`src/rtl/fetch_pkg.sv`:
```
// Shared types for the fetch sequencer: FSM states, next-PC select codes
// and the instruction size used for sequential PC advance.
package fetch_pkg;

  typedef enum logic [1:0] {
    BOOT,
    FETCH,
    HOLD,
    HALTED
  } state_e;

  typedef enum logic [1:0] {
    SEL_SEQ,
    SEL_REDIR,
    SEL_TRAP,
    SEL_HOLD
  } pc_sel_e;

  localparam int unsigned INSTR_BYTES = 4;

  function automatic logic is_misaligned(input logic [31:0] addr);
    return addr[1:0] != 2'b00;
  endfunction

endpackage

```
`src/rtl/fetch_sequencer_if.sv`:
```
// Instruction-memory request bus and decode-side valid/ready handshake.
interface fetch_sequencer_if;
  logic        imem_req;
  logic [31:0] imem_addr;
  logic        imem_ready;
  logic [31:0] imem_rdata;
  logic        instr_valid;
  logic        instr_ready;
  logic [31:0] instr;
  logic [31:0] instr_pc;

  modport master (
    output imem_req, imem_addr, instr_valid, instr, instr_pc,
    input  imem_ready, imem_rdata, instr_ready
  );

  modport slave (
    input  imem_req, imem_addr, instr_valid, instr, instr_pc,
    output imem_ready, imem_rdata, instr_ready
  );
endinterface

```
`src/rtl/next_pc_mux.sv`:
```
// Priority select of the next PC (trap > redirect > sequential > hold)
// with detection of misaligned redirect targets.
module next_pc_mux
  import fetch_pkg::*;
#(
  parameter logic [31:0] TRAP_VECTOR = 32'h0000_0100
) (
  input  logic [31:0] pc,
  input  logic        redirect_valid,
  input  logic [31:0] redirect_target,
  input  logic        trap,
  input  logic        advance,
  output logic [31:0] next_pc,
  output logic        misalign_next
);

  pc_sel_e sel;

  always_comb begin
    sel = SEL_HOLD;
    if (trap)                sel = SEL_TRAP;
    else if (redirect_valid) sel = SEL_REDIR;
    else if (advance)        sel = SEL_SEQ;
  end

  // A misaligned redirect is turned into a trap-vector redirect here.
  always_comb begin
    next_pc       = pc;
    misalign_next = 1'b0;
    case (sel)
      SEL_SEQ:   next_pc = pc + 32'(INSTR_BYTES);
      SEL_REDIR: begin
        if (is_misaligned(redirect_target)) begin
          next_pc       = TRAP_VECTOR;
          misalign_next = 1'b1;
        end else begin
          next_pc = redirect_target;
        end
      end
      SEL_TRAP:  next_pc = TRAP_VECTOR;
      default:   next_pc = pc;
    endcase
  end

endmodule

```
`src/rtl/fetch_sequencer.sv`:
```
// Owns the PC register, issues one instruction fetch per cycle and hands
// each fetched word to decode through a valid/ready register stage.
module fetch_sequencer
  import fetch_pkg::*;
#(
  parameter logic [31:0] RESET_VECTOR = 32'h0000_0000,
  parameter logic [31:0] TRAP_VECTOR  = 32'h0000_0100
) (
  input  logic               clk,
  input  logic               reset,
  input  logic               redirect_valid,
  input  logic [31:0]        redirect_target,
  input  logic               trap,
  input  logic               halt_req,
  fetch_sequencer_if.master  bus,
  output logic               misalign,
  output logic               halted
);

  state_e      state;
  logic [31:0] pc;
  logic [31:0] next_pc;
  logic        misalign_next;

  logic trap_en;
  logic redir_en;
  logic flush;
  logic can_capture;
  logic fire;

  // Trap is honoured everywhere but BOOT; redirects only while fetching or holding.
  assign trap_en     = trap && (state != BOOT);
  assign redir_en    = redirect_valid && (state == FETCH || state == HOLD);
  assign flush       = trap_en || redir_en;
  assign can_capture = !bus.instr_valid || bus.instr_ready;
  assign fire        = (state == FETCH) && !flush && bus.imem_ready && can_capture;

  assign bus.imem_req  = (state == FETCH);
  assign bus.imem_addr = pc;

  next_pc_mux #(
    .TRAP_VECTOR (TRAP_VECTOR)
  ) u_next_pc_mux (
    .pc              (pc),
    .redirect_valid  (redir_en),
    .redirect_target (redirect_target),
    .trap            (trap_en),
    .advance         (fire),
    .next_pc         (next_pc),
    .misalign_next   (misalign_next)
  );

  always_ff @(posedge clk) begin
    if (reset) begin
      state           <= BOOT;
      pc              <= RESET_VECTOR;
      bus.instr_valid <= 1'b0;
      bus.instr       <= '0;
      bus.instr_pc    <= '0;
      misalign        <= 1'b0;
      halted          <= 1'b0;
    end else begin
      pc       <= next_pc;
      misalign <= misalign_next;
      if (flush) begin
        bus.instr_valid <= 1'b0;
        state           <= FETCH;
        halted          <= 1'b0;
      end else begin
        case (state)
          BOOT: begin
            state  <= FETCH;
            halted <= 1'b0;
          end
          FETCH: begin
            if (fire) begin
              bus.instr       <= bus.imem_rdata;
              bus.instr_pc    <= pc;
              bus.instr_valid <= 1'b1;
            end else if (bus.instr_ready) begin
              bus.instr_valid <= 1'b0;
            end
            // Halt wins over HOLD: the held word drains from HALTED instead.
            if (halt_req) begin
              state  <= HALTED;
              halted <= 1'b1;
            end else if (!fire && bus.instr_valid && !bus.instr_ready) begin
              state <= HOLD;
            end
          end
          HOLD: begin
            if (bus.instr_ready) begin
              bus.instr_valid <= 1'b0;
              state           <= halt_req ? HALTED : FETCH;
              halted          <= halt_req;
            end
          end
          HALTED: begin
            if (bus.instr_ready) bus.instr_valid <= 1'b0;
            if (!halt_req) begin
              state  <= FETCH;
              halted <= 1'b0;
            end
          end
          default: begin
            state  <= BOOT;
            halted <= 1'b0;
          end
        endcase
      end
    end
  end

endmodule

```
`src/flat_wrapper.sv`:
```
// flat-port wrapper written by rule: the top's interface ports become plain ports
module fetch_sequencer_flat import fetch_pkg::*;
#(
  parameter logic [31:0] RESET_VECTOR = 32'h0000_0000,
  parameter logic [31:0] TRAP_VECTOR  = 32'h0000_0100
)
  (clk, reset, redirect_valid, redirect_target, trap, halt_req, misalign, halted, bus_imem_req, bus_imem_addr, bus_instr_valid, bus_instr, bus_instr_pc, bus_imem_ready, bus_imem_rdata, bus_instr_ready);
  fetch_sequencer_if bus_i ();
  input  logic clk;
  input  logic reset;
  input  logic redirect_valid;
  input  logic [31:0] redirect_target;
  input  logic trap;
  input  logic halt_req;
  output logic misalign;
  output logic halted;
  output wire logic [$bits(bus_i.imem_req)-1:0] bus_imem_req;
  output wire logic [$bits(bus_i.imem_addr)-1:0] bus_imem_addr;
  output wire logic [$bits(bus_i.instr_valid)-1:0] bus_instr_valid;
  output wire logic [$bits(bus_i.instr)-1:0] bus_instr;
  output wire logic [$bits(bus_i.instr_pc)-1:0] bus_instr_pc;
  input wire logic [$bits(bus_i.imem_ready)-1:0] bus_imem_ready;
  input wire logic [$bits(bus_i.imem_rdata)-1:0] bus_imem_rdata;
  input wire logic [$bits(bus_i.instr_ready)-1:0] bus_instr_ready;
  assign bus_imem_req = bus_i.imem_req;
  assign bus_imem_addr = bus_i.imem_addr;
  assign bus_instr_valid = bus_i.instr_valid;
  assign bus_instr = bus_i.instr;
  assign bus_instr_pc = bus_i.instr_pc;
  assign bus_i.imem_ready = bus_imem_ready;
  assign bus_i.imem_rdata = bus_imem_rdata;
  assign bus_i.instr_ready = bus_instr_ready;
  fetch_sequencer #(.RESET_VECTOR(RESET_VECTOR), .TRAP_VECTOR(TRAP_VECTOR)) u_core (.clk(clk), .reset(reset), .redirect_valid(redirect_valid), .redirect_target(redirect_target), .trap(trap), .halt_req(halt_req), .bus(bus_i), .misalign(misalign), .halted(halted));
endmodule
```
`config.mk`:
```
export PLATFORM = sky130hd
export DESIGN_NAME = fetch_sequencer_flat
export DESIGN_NICKNAME = d
export VERILOG_FILES = /design/src/rtl/fetch_pkg.sv /design/src/rtl/fetch_sequencer_if.sv /design/src/rtl/next_pc_mux.sv /design/src/rtl/fetch_sequencer.sv /design/src/flat_wrapper.sv
export SDC_FILE = /design/constraint.sdc
export NUM_CORES = 1
export LEC_CHECK = 0
export BUFFER_PORTS_ARGS = -buffer_cell sky130_fd_sc_hd__clkbuf_2
export CAP_MARGIN = 0
export CORE_MARGIN = 5
export CORE_UTILIZATION = 40
export DETAILED_ROUTE_END_ITERATION = 8
export GPL_TIMING_DRIVEN = 0
export PLACE_DENSITY = 0.64
export SYNTH_ARGS = -nofsm -noshare
export SYNTH_HDL_FRONTEND = slang
export SYNTH_SLANG_ARGS = --single-unit
```
`constraint.sdc`:
```
create_clock -name clk -period 2.55 [get_ports clk]
set_clock_uncertainty 0.2 [all_clocks]
set_input_delay 0.1275 -clock clk [delete_from_list [all_inputs] [get_ports clk]]
set_output_delay 0.1275 -clock clk [all_outputs]
set_load 0.01 [all_outputs]
```
# Yosys cells after proc, flatten, opt, wreduce, memory -nomap -nowiden
# Index checks and enable logic that the tools add are counted.
dict set report totals {
  register_bits 101
  in_bits 71
}
dict set report classes {
  n_addsub 1
  eq_ne 12
  n_mux 20
  n_bitwise 2
  reduce_logical 27
}
# operator n
set op_table {}
lappend op_table {{32-bit one-hot mux with 3 select lines} 1}
lappend op_table {{32-bit by 3-bit adder with 32-bit output (second input constant)} 1}
lappend op_table {{32-bit two-way mux} 1}
lappend op_table {{2-bit two-way mux} 8}
lappend op_table {{3-bit AND reduction} 4}
lappend op_table {{3-bit by 2-bit inequality test with 1-bit output (second input constant)} 3}
lappend op_table {{2-bit one-hot mux with 4 select lines} 1}
lappend op_table {{1-bit logical AND} 7}
lappend op_table {{1-bit two-way mux} 7}
lappend op_table {{2-bit equality test (second input constant)} 3}
lappend op_table {{2-bit inequality test (second input constant)} 3}
lappend op_table {{2-bit nonzero test} 3}
lappend op_table {{2-bit OR reduction} 3}
lappend op_table {{2-bit by 1-bit equality test with 1-bit output (second input constant)} 2}
lappend op_table {{1-bit zero test} 4}
lappend op_table {{2-bit zero test} 2}
lappend op_table {{4-bit by 2-bit inequality test with 1-bit output (second input constant)} 1}
lappend op_table {{1-bit one-hot mux with 4 select lines} 1}
lappend op_table {{1-bit logical OR} 3}
lappend op_table {{3-bit nonzero test} 1}
lappend op_table {{1-bit NOT} 2}
lappend op_table {{1-bit one-hot mux with 2 select lines} 1}

# Longest topological paths before layout
# Gate-level depths: netlist (run 1).
dict set report depth {
  depth_word 15
  mapped_depth 9
}

# Hierarchy
# Synthesis (run 1) repeated with hierarchy kept, for this count alone.
dict set report hier_totals {
  hier_cells 585
  hier_area_um2 4647.0
}
# module n_inst cells_each area_each_um2
set by_module_without_submodules {}
lappend by_module_without_submodules {fetch_sequencer 1 385 3419.5}
lappend by_module_without_submodules {next_pc_mux 1 200 1227.4}

# Least setup slack after synthesis (run 1)
# No wires, ideal clock.
dict set report synth_path {
  path_type {reg2reg}
  from {register u_core.state[0]}
  to {register u_core.pc[29] (netlist: u_core.bus.imem_addr[29])}
  arrival_time_ns 1.999
  setup_slack_ns 0.278
  stages_incl_launch_ff 7
  path_buffers 0
  cell_sequence {dfxtp_1 inv_1 ha_1 and2_4 or3_2 or4_1 o211ai_2}
}
dict set report synth_between {
  elab_chain_len 13
}
# item line_no
set synth_rtl {}
lappend synth_rtl {{from (decl)} fetch_sequencer.sv:20} ;# state_e state;
lappend synth_rtl {{from (signal assigned)} fetch_sequencer.sv:94} ;# state <= halt_req ? HALTED : FETCH;
lappend synth_rtl {{2-bit by 1-bit equality test with 1-bit output / 2-bit equality test (equally long branches)} {fetch_sequencer.sv:33, fetch_sequencer.sv:36}}
lappend synth_rtl {{1-bit logical OR} fetch_sequencer.sv:33} ;# assign redir_en = redirect_valid && (state == FETCH || state == HOLD);
lappend synth_rtl {{1-bit logical AND} fetch_sequencer.sv:33}
lappend synth_rtl {{1-bit logical OR} fetch_sequencer.sv:34} ;# assign flush = trap_en || redir_en;
lappend synth_rtl {{1-bit zero test} fetch_sequencer.sv:36} ;# assign fire = (state == FETCH) && !flush && bus.imem_ready && can_capture;
lappend synth_rtl {{1-bit logical AND (3 in a row)} fetch_sequencer.sv:36}
lappend synth_rtl {{2-bit two-way mux} next_pc_mux.sv:23} ;# else if (advance) sel = SEL_SEQ;
lappend synth_rtl {{2-bit two-way mux} next_pc_mux.sv:22} ;# else if (redirect_valid) sel = SEL_REDIR;
lappend synth_rtl {{2-bit two-way mux (*)} next_pc_mux.sv:21} ;# if (trap) sel = SEL_TRAP;
lappend synth_rtl {{2-bit equality test (tied with other cells)} next_pc_mux.sv:30} ;# case (sel)
lappend synth_rtl {{32-bit one-hot mux with 3 select lines / 3-bit nonzero test (equally long branches)} -}
lappend synth_rtl {{to (signal assigned)} fetch_sequencer.sv:63} ;# pc <= next_pc;
lappend synth_rtl {{to (decl)} fetch_sequencer.sv:21} ;# logic [31:0] pc;
# Mark *: on every way between the ends. The rest lies on a longest branch, timed or not.
# A chain may end at the register's enable or synchronous reset.

# Final worst setup path (run 1)
# Ends and elaborated chain as after synthesis.

==> metrics.yaml, run 1 <==
rows: 39
grt_pass1_vias: 4924
finalSetupViolCount: 0
synth_cells: 575
start_util: 0.403
ir_drop_v: 0.000350
finalMaxSlewViolations: 0
powerDensity_nw_per_um2: 613
synth_compound_area_frac: 0.196
area_delta_synth_final_pct: 46.7
dp_hpwl_mm: 11.3
ys.warnings.count: 0
synth_xor_area_frac: 0.00384
final_cell_mix: "clkbuf_2, nand2_1, dfxtp_1"
synthArstFlopShare: 0
yosysTopAreaCell: "dfxtp_1"
yosysSeqAreaShare: 0.443
synthMuxAreaShare: 0.00878
die_x_um: 117
ios: 171
hold_depth: 4
globalRouteTotalUtil: 0.231
drt_first_pass_iters: 5
r2r-start: "u_core.state[0]"
hold-path-endpoint: "u_core.bus.imem_addr[27]"
leakage_uw: 0.00284
tritoncts: "done"
cp-end-kind: "flip-flop"
tns_ps: 0
path_clk_slew_ps: 80
grt_max_degree: 17
cts_buffers: 9
status: "completed"
htree_levels: 3
synth-edff-count: 0
reg2reg_slack_ps: 130
power_uw: 4100
synth_top_family_by_area: "simple AND/OR/NAND/NOR gates"
critPathMaxFanout: 6
drc: 0
met1_usage: 0.295
avgSynthCellArea_sq_um: 7.93
wl_per_cell_um: 16.8
grtUsageMet3: 0.0483
tightest_slew_ps: 709
layout.nets: 905
cap_viol_max_count: 0
drive_gt1_frac: 0.288
reg2regPathDepth: 6
met2_usage: 0.373
cts_buffer_depth: 2
die-area_sq_um: 13600
finalCritPeriodShare: 0.950
hold_violations: 0
critPathLaunchType: "flip-flop"
ant_nets: 0
routed_wl_mm: 16.4
gp_congestion: 0.837
overflow: 0
globalRoute.busiestLayer: "met2"
synth_adder_area_share: 0.0165
grt_first_pass_wirelength_mm: 24.8
synth.area.top_cells: "dfxtp_1, nand2_1, a21oi_1, clkbuf_1, nor2_1"
cts_sinks: 101
yosys.area_share.simple: 0.285
diodes: 0
antenna_found_initial: 0
die_h_um: 117
synth.distinct_cells: 57
synth_top_area_share: 0.443
holdWs_ps: 22.2
cp.arrival_ps: 2510
min-delay-start: "redirect_target[1]"
syn_area_sq_um: 4560
relSlewSlack: 0.523
vias_per_cell: 5.31
vias: 5180
insertion_delay_ps: 360
syn_nets: 652
root_buffer: "clkbuf_16"
min_period_ps: 2420
ys.flop_type: "dfxtp_1"
numPortBuffers: 170
core_area_sq_um: 11300
fmaxAchievable_mhz: 413
critPathKind: "flip-flop to flip-flop"
ys_ff_latch: 101
mostFrequentLayoutCell: "clkbuf_2"
drt_iter0_drc: 513
cp.required_ps: 2630
hold_path.class: "input port to flip-flop"
r2r_end: "u_core.bus.imem_addr[29]"
## worst max-delay path, stage by stage, from the launching register on
cell      delay (ps)
dfxtp_1          390
inv_1            130
ha_4             270
and2_4           190
or3_2            530
or4_1            560
o211ai_2          80
## per-layer routing
layer,wire (um),vias to the layer above
met5,0,-
met4,571,0
met3,1340,43
met2,7670,250
met1,6780,2364
li1,-,2523
## worst max-delay path by stage
stage,startpoint,end,slack (ps)
after floorplan,u_core.state[0],u_core.bus.imem_addr[29],280
after global placement,u_core.state[0],u_core.bus.instr_pc[12],-160
after detailed placement,u_core.state[0],u_core.bus.instr_pc[11],-250
after CTS,u_core.state[0],u_core.bus.instr_pc[21],20
after global routing,u_core.bus.imem_addr[3],u_core.bus.imem_addr[18],-20
final,u_core.state[0],u_core.bus.imem_addr[29],130
## cells by family after synthesis
logic type / Yosys count
muxes: 4
xor gates and xnor gates: 2
AOI/OAI and AO/OA: 147
buffers and inverters: 44
adders and majority gates: 6
DFF: 101
and+or+nand+nor: 271
## power by group
part           internal [uW]  total, uW  switching (uW)
logic                    351        882             530
clock network            859       1490             635
registers               1650       1730            75.7
total                   2860       4100            1240
## repair_timing
item	4_1_cts	5_1_grt
resized for setup	7	27
buffers inserted	0	6
hold buffers	66	0
cloned	0	1
endpoints found under the setup margin	73	84
pin swaps	1	3
hold endpoints to repair	66	0
## stage by stage
step / area (sq um) / instances / utilization / setup slack [ps]
2_1_floorplan: 4560 / 575 / - / 278
3_3_place_gp: 5590 / 888 / 0.494 / -162
3_5_place_dp: 5590 / 888 / 0.494 / -248
4_1_cts: 6580 / 970 / 0.581 / 23.4
5_1_grt: 6690 / 976 / 0.591 / -15.3
6_report: 6690 / 976 / 0.591 / 128
## cell usage after synthesis, types with 2 or more instances
master      n
nand2_1   158
dfxtp_1   101
a21oi_1    88
clkbuf_1   25
nor2_1     25
nand3_1    17
nand4_1    14
nor3_1     13
a211oi_1   11
o21ai_0    10
buf_2       9
ha_1        6
and3_1      5
inv_1       5
nand3b_1    5
a21o_1      4
a221oi_1    4
a22oi_1     4
a32o_1      4
and2_1      4
mux2i_1     4
nor2b_1     4
nor4_1      4
o211ai_1    4
clkbuf_8    3
nand2b_1    3
nand3_2     3
or4_1       3
a21o_2      2
a31oi_1     2
a32oi_1     2
nand4_4     2
nor4_4      2
o31a_1      2
## sequential cells by signal, summed over array words and instances (netlist names)
register / count
u_core.bus.imem_addr: 32
u_core.bus.instr: 32
u_core.bus.instr_pc: 32
u_core.bus.instr_valid: 1
u_core.halted: 1
u_core.misalign: 1
u_core.state: 2
## final cells by class
cell class / instances / area, sq um
clock inverters: 6 / 87.6
inverters: 5 / 18.8
flip-flops and latches: 101 / 2020
plain buffers: 38 / 219
multi-input cells: 430 / 2370
well taps: 143 / 179
repair buffers: 243 / 1570
clock buffers: 10 / 229
fillers: 1044 / 4630
No activity file was read; power rests on OpenSTA's default activity.
==> run 2: changes to the inputs <==
PLACE_DENSITY = 0.67   (was 0.64)
SLEW_MARGIN = 20   (was default)
clock period = 2.1 ns   (was 2.55 ns; I/O delays follow)
==> metrics.yaml, run 2 (synthesis gave the netlist of run 1 again) <==
status: "completed"
area_delta_synth_final_pct: 51.2
tns_ps: 0  # unchanged
finalSetupViolCount: 0  # unchanged
met2_usage: 0.397  # +0.0239
crit_path_max_incr_delay_ps: 520  # -40 ps
core_area_sq_um: 11300  # unchanged
tritoncts: "done"
cp.arrival_ps: 2130  # -380 ps
antenna_found_initial: 0  # unchanged
grt_pass1_vias: 4986  # +1.3%
path_clk_slew_ps: 60  # -20 ps
met1_usage: 0.298  # +0.00300
gp_congestion: 0.873  # +4.2%
routed_wl_mm: 16.3  # -0.24%
ant_nets: 0  # unchanged
cts_sinks: 101  # unchanged
diodes: 0  # unchanged
grt_max_degree: 17  # unchanged
cp.required_ps: 2170  # -460 ps
numPortBuffers: 170  # unchanged
drt_first_pass_iters: 5  # unchanged
globalRoute.busiestLayer: "met2"
switching_share: 0.302  # -0.000790
finalCritPeriodShare: 0.980  # +0.0306
overflow: 0  # unchanged
final_cell_mix: "clkbuf_2, nand2_1, a21oi_1"
cp_cell_sequence: "inv_2, ha_4, and2_4, or3_4, or4_4, o211ai_2"
relSlewSlack: 0.560  # +0.0370
cts_buffers: 9  # unchanged
cp-end-kind: "flip-flop"
cts_buffer_depth: 2  # unchanged
start_util: 0.403  # unchanged
r2r-start: "u_core.state[1]"
rsz0062_at_grt: "true"
grt_first_pass_wirelength_mm: 25.3  # +2.0%
r2r_end: "u_core.bus.imem_addr[29]"
die_h_um: 117  # unchanged
die_x_um: 117  # unchanged
drc: 0  # unchanged
critPathMaxFanout: 6  # unchanged
intPower_uw: 3440  # +20%
critPathLaunchType: "flip-flop"
hold_violations: 0  # unchanged
powerDensity_nw_per_um2: 715  # +17%
dp_slack_ps: -547  # -299 ps
grtUsageMet3: 0.0262  # -0.0221
tightest_slew_ps: 659  # -50.1 ps
vias: 5222  # +0.81%
final.setup.worst_slack_ps: 41.4  # -87.0 ps
fmaxAchievable_mhz: 486  # +18%
cap_viol_max_count: 0  # unchanged
drive_gt1_frac: 0.325  # +0.0369
htree_levels: 3  # unchanged
rows: 39  # unchanged
p_switching_uw: 1490  # +20%
mostFrequentLayoutCell: "clkbuf_2"
power_uw: 4930  # +20%
ios: 171  # unchanged
comb_power_share: 0.238  # +0.023
min_period_ps: 2060  # -363 ps
vias_per_cell: 5.33  # +0.40%
dpl.cell_count: 888  # unchanged
pwr-share-clk: 0.335  # -0.029
layout.nets: 909  # +0.44%
globalRouteTotalUtil: 0.233  # +0.00210
critPathKind: "flip-flop to flip-flop"
startpoint: "u_core.state[1]"
wl_per_cell_um: 16.7  # -0.65%
reg2reg_slack_ps: 40  # -90 ps
root_buffer: "clkbuf_16"
drt_iter0_drc: 425  # -17%
leakage_uw: 0.00289  # +2.0%
slowest_stage: "or4_4"
dp_hpwl_mm: 11.6  # +2.7%
hold_path.class: "input port to flip-flop"
reg2regPathDepth: 6  # unchanged
die-area_sq_um: 13600  # unchanged
holdWs_ps: 41.6  # +19.3 ps
insertion_delay_ps: 350  # about the same
power_frac_seq: 0.427  # +0.006
crit_end: "u_core.bus.imem_addr[29]"
instances_no_fill: 980  # +0.41%
ir_drop_v: 0.000430  # +23%
finalMaxSlewViolations: 0  # unchanged
==> run 2: changes by cell type in the layout (fill, tap and decap cells not counted), sizes merged <==
cell and change:
buf +13, bufinv -1, clkbuf -9, clkdlybuf4s15 -1
clkinv +1, clkinvlp -2, dlygate4sd3 +2, inv +1
==> run 2: metal layers <==
layer,vias to the layer above,routed length (um)
li1,2535,-
met1,2450,6770
met2,209,8030
met3,28,1140
met4,0,393
met5,-,0
==> run 2: power by group through the flow <==
stage               logic [uW]  registers (uW)  clock network [uW]
floorplan                  519            2160                   0
global placement           891            2130                   0
detailed placement         914            2140                   0
CTS                       1100            2100                1680
global route              1270            2120                1750
finish                    1170            2110                1650
==> run 2: worst min-delay path by stage <==
stage | depth (start not counted) | to | slack (ps) | start
finish | 5 | u_core.bus.instr_valid | 40 | bus_imem_ready
global route | 5 | u_core.bus.instr_valid | 50 | bus_imem_ready
CTS | 5 | u_core.state[0] | 50 | halt_req
detailed placement | 3 | u_core.bus.instr[27] | 140 | bus_imem_rdata[27]
global placement | 3 | u_core.bus.instr[8] | 130 | bus_imem_rdata[8]
floorplan | 2 | u_core.bus.instr[0] | 40 | bus_imem_rdata[0]
==> run 2: per-stage QoR <==
stage / cell area, sq um / utilization
after floorplan: 4580 / -
after global placement: 5610 / 0.495
after detailed placement: 5610 / 0.495
after CTS: 6780 / 0.599
after global routing: 6900 / 0.609
final: 6900 / 0.609
==> run 2: cell type report <==
type / count / area [sq um]
buffer: 36 / 273
clock buffer: 11 / 233
clock inverter: 5 / 60.1
fill: 1005 / 4430
inverter: 5 / 18.8
multi-input combinational: 430 / 2470
sequential: 101 / 2040
tap: 143 / 179
timing repair buffer: 249 / 1610
==> run 2: what timing repair did <==
item                                    CTS  global route
endpoints found under the hold margin    65             0
endpoints found under the setup margin   96            80
hold buffers                             68             0
resized for setup                        51            41
pin swaps                                 3             7
setup buffers                             8             3
==> run 2: critical path, delay by kind of cell (launching register included) <==
family                   cells  cell delay [ps]
AO/OA/AOI/OAI                1               70
adder cells (fa/ha/maj)      1              220
buffers and inverters        1              100
flip-flops                   1              320
AND/OR/NAND/NOR              3             1070
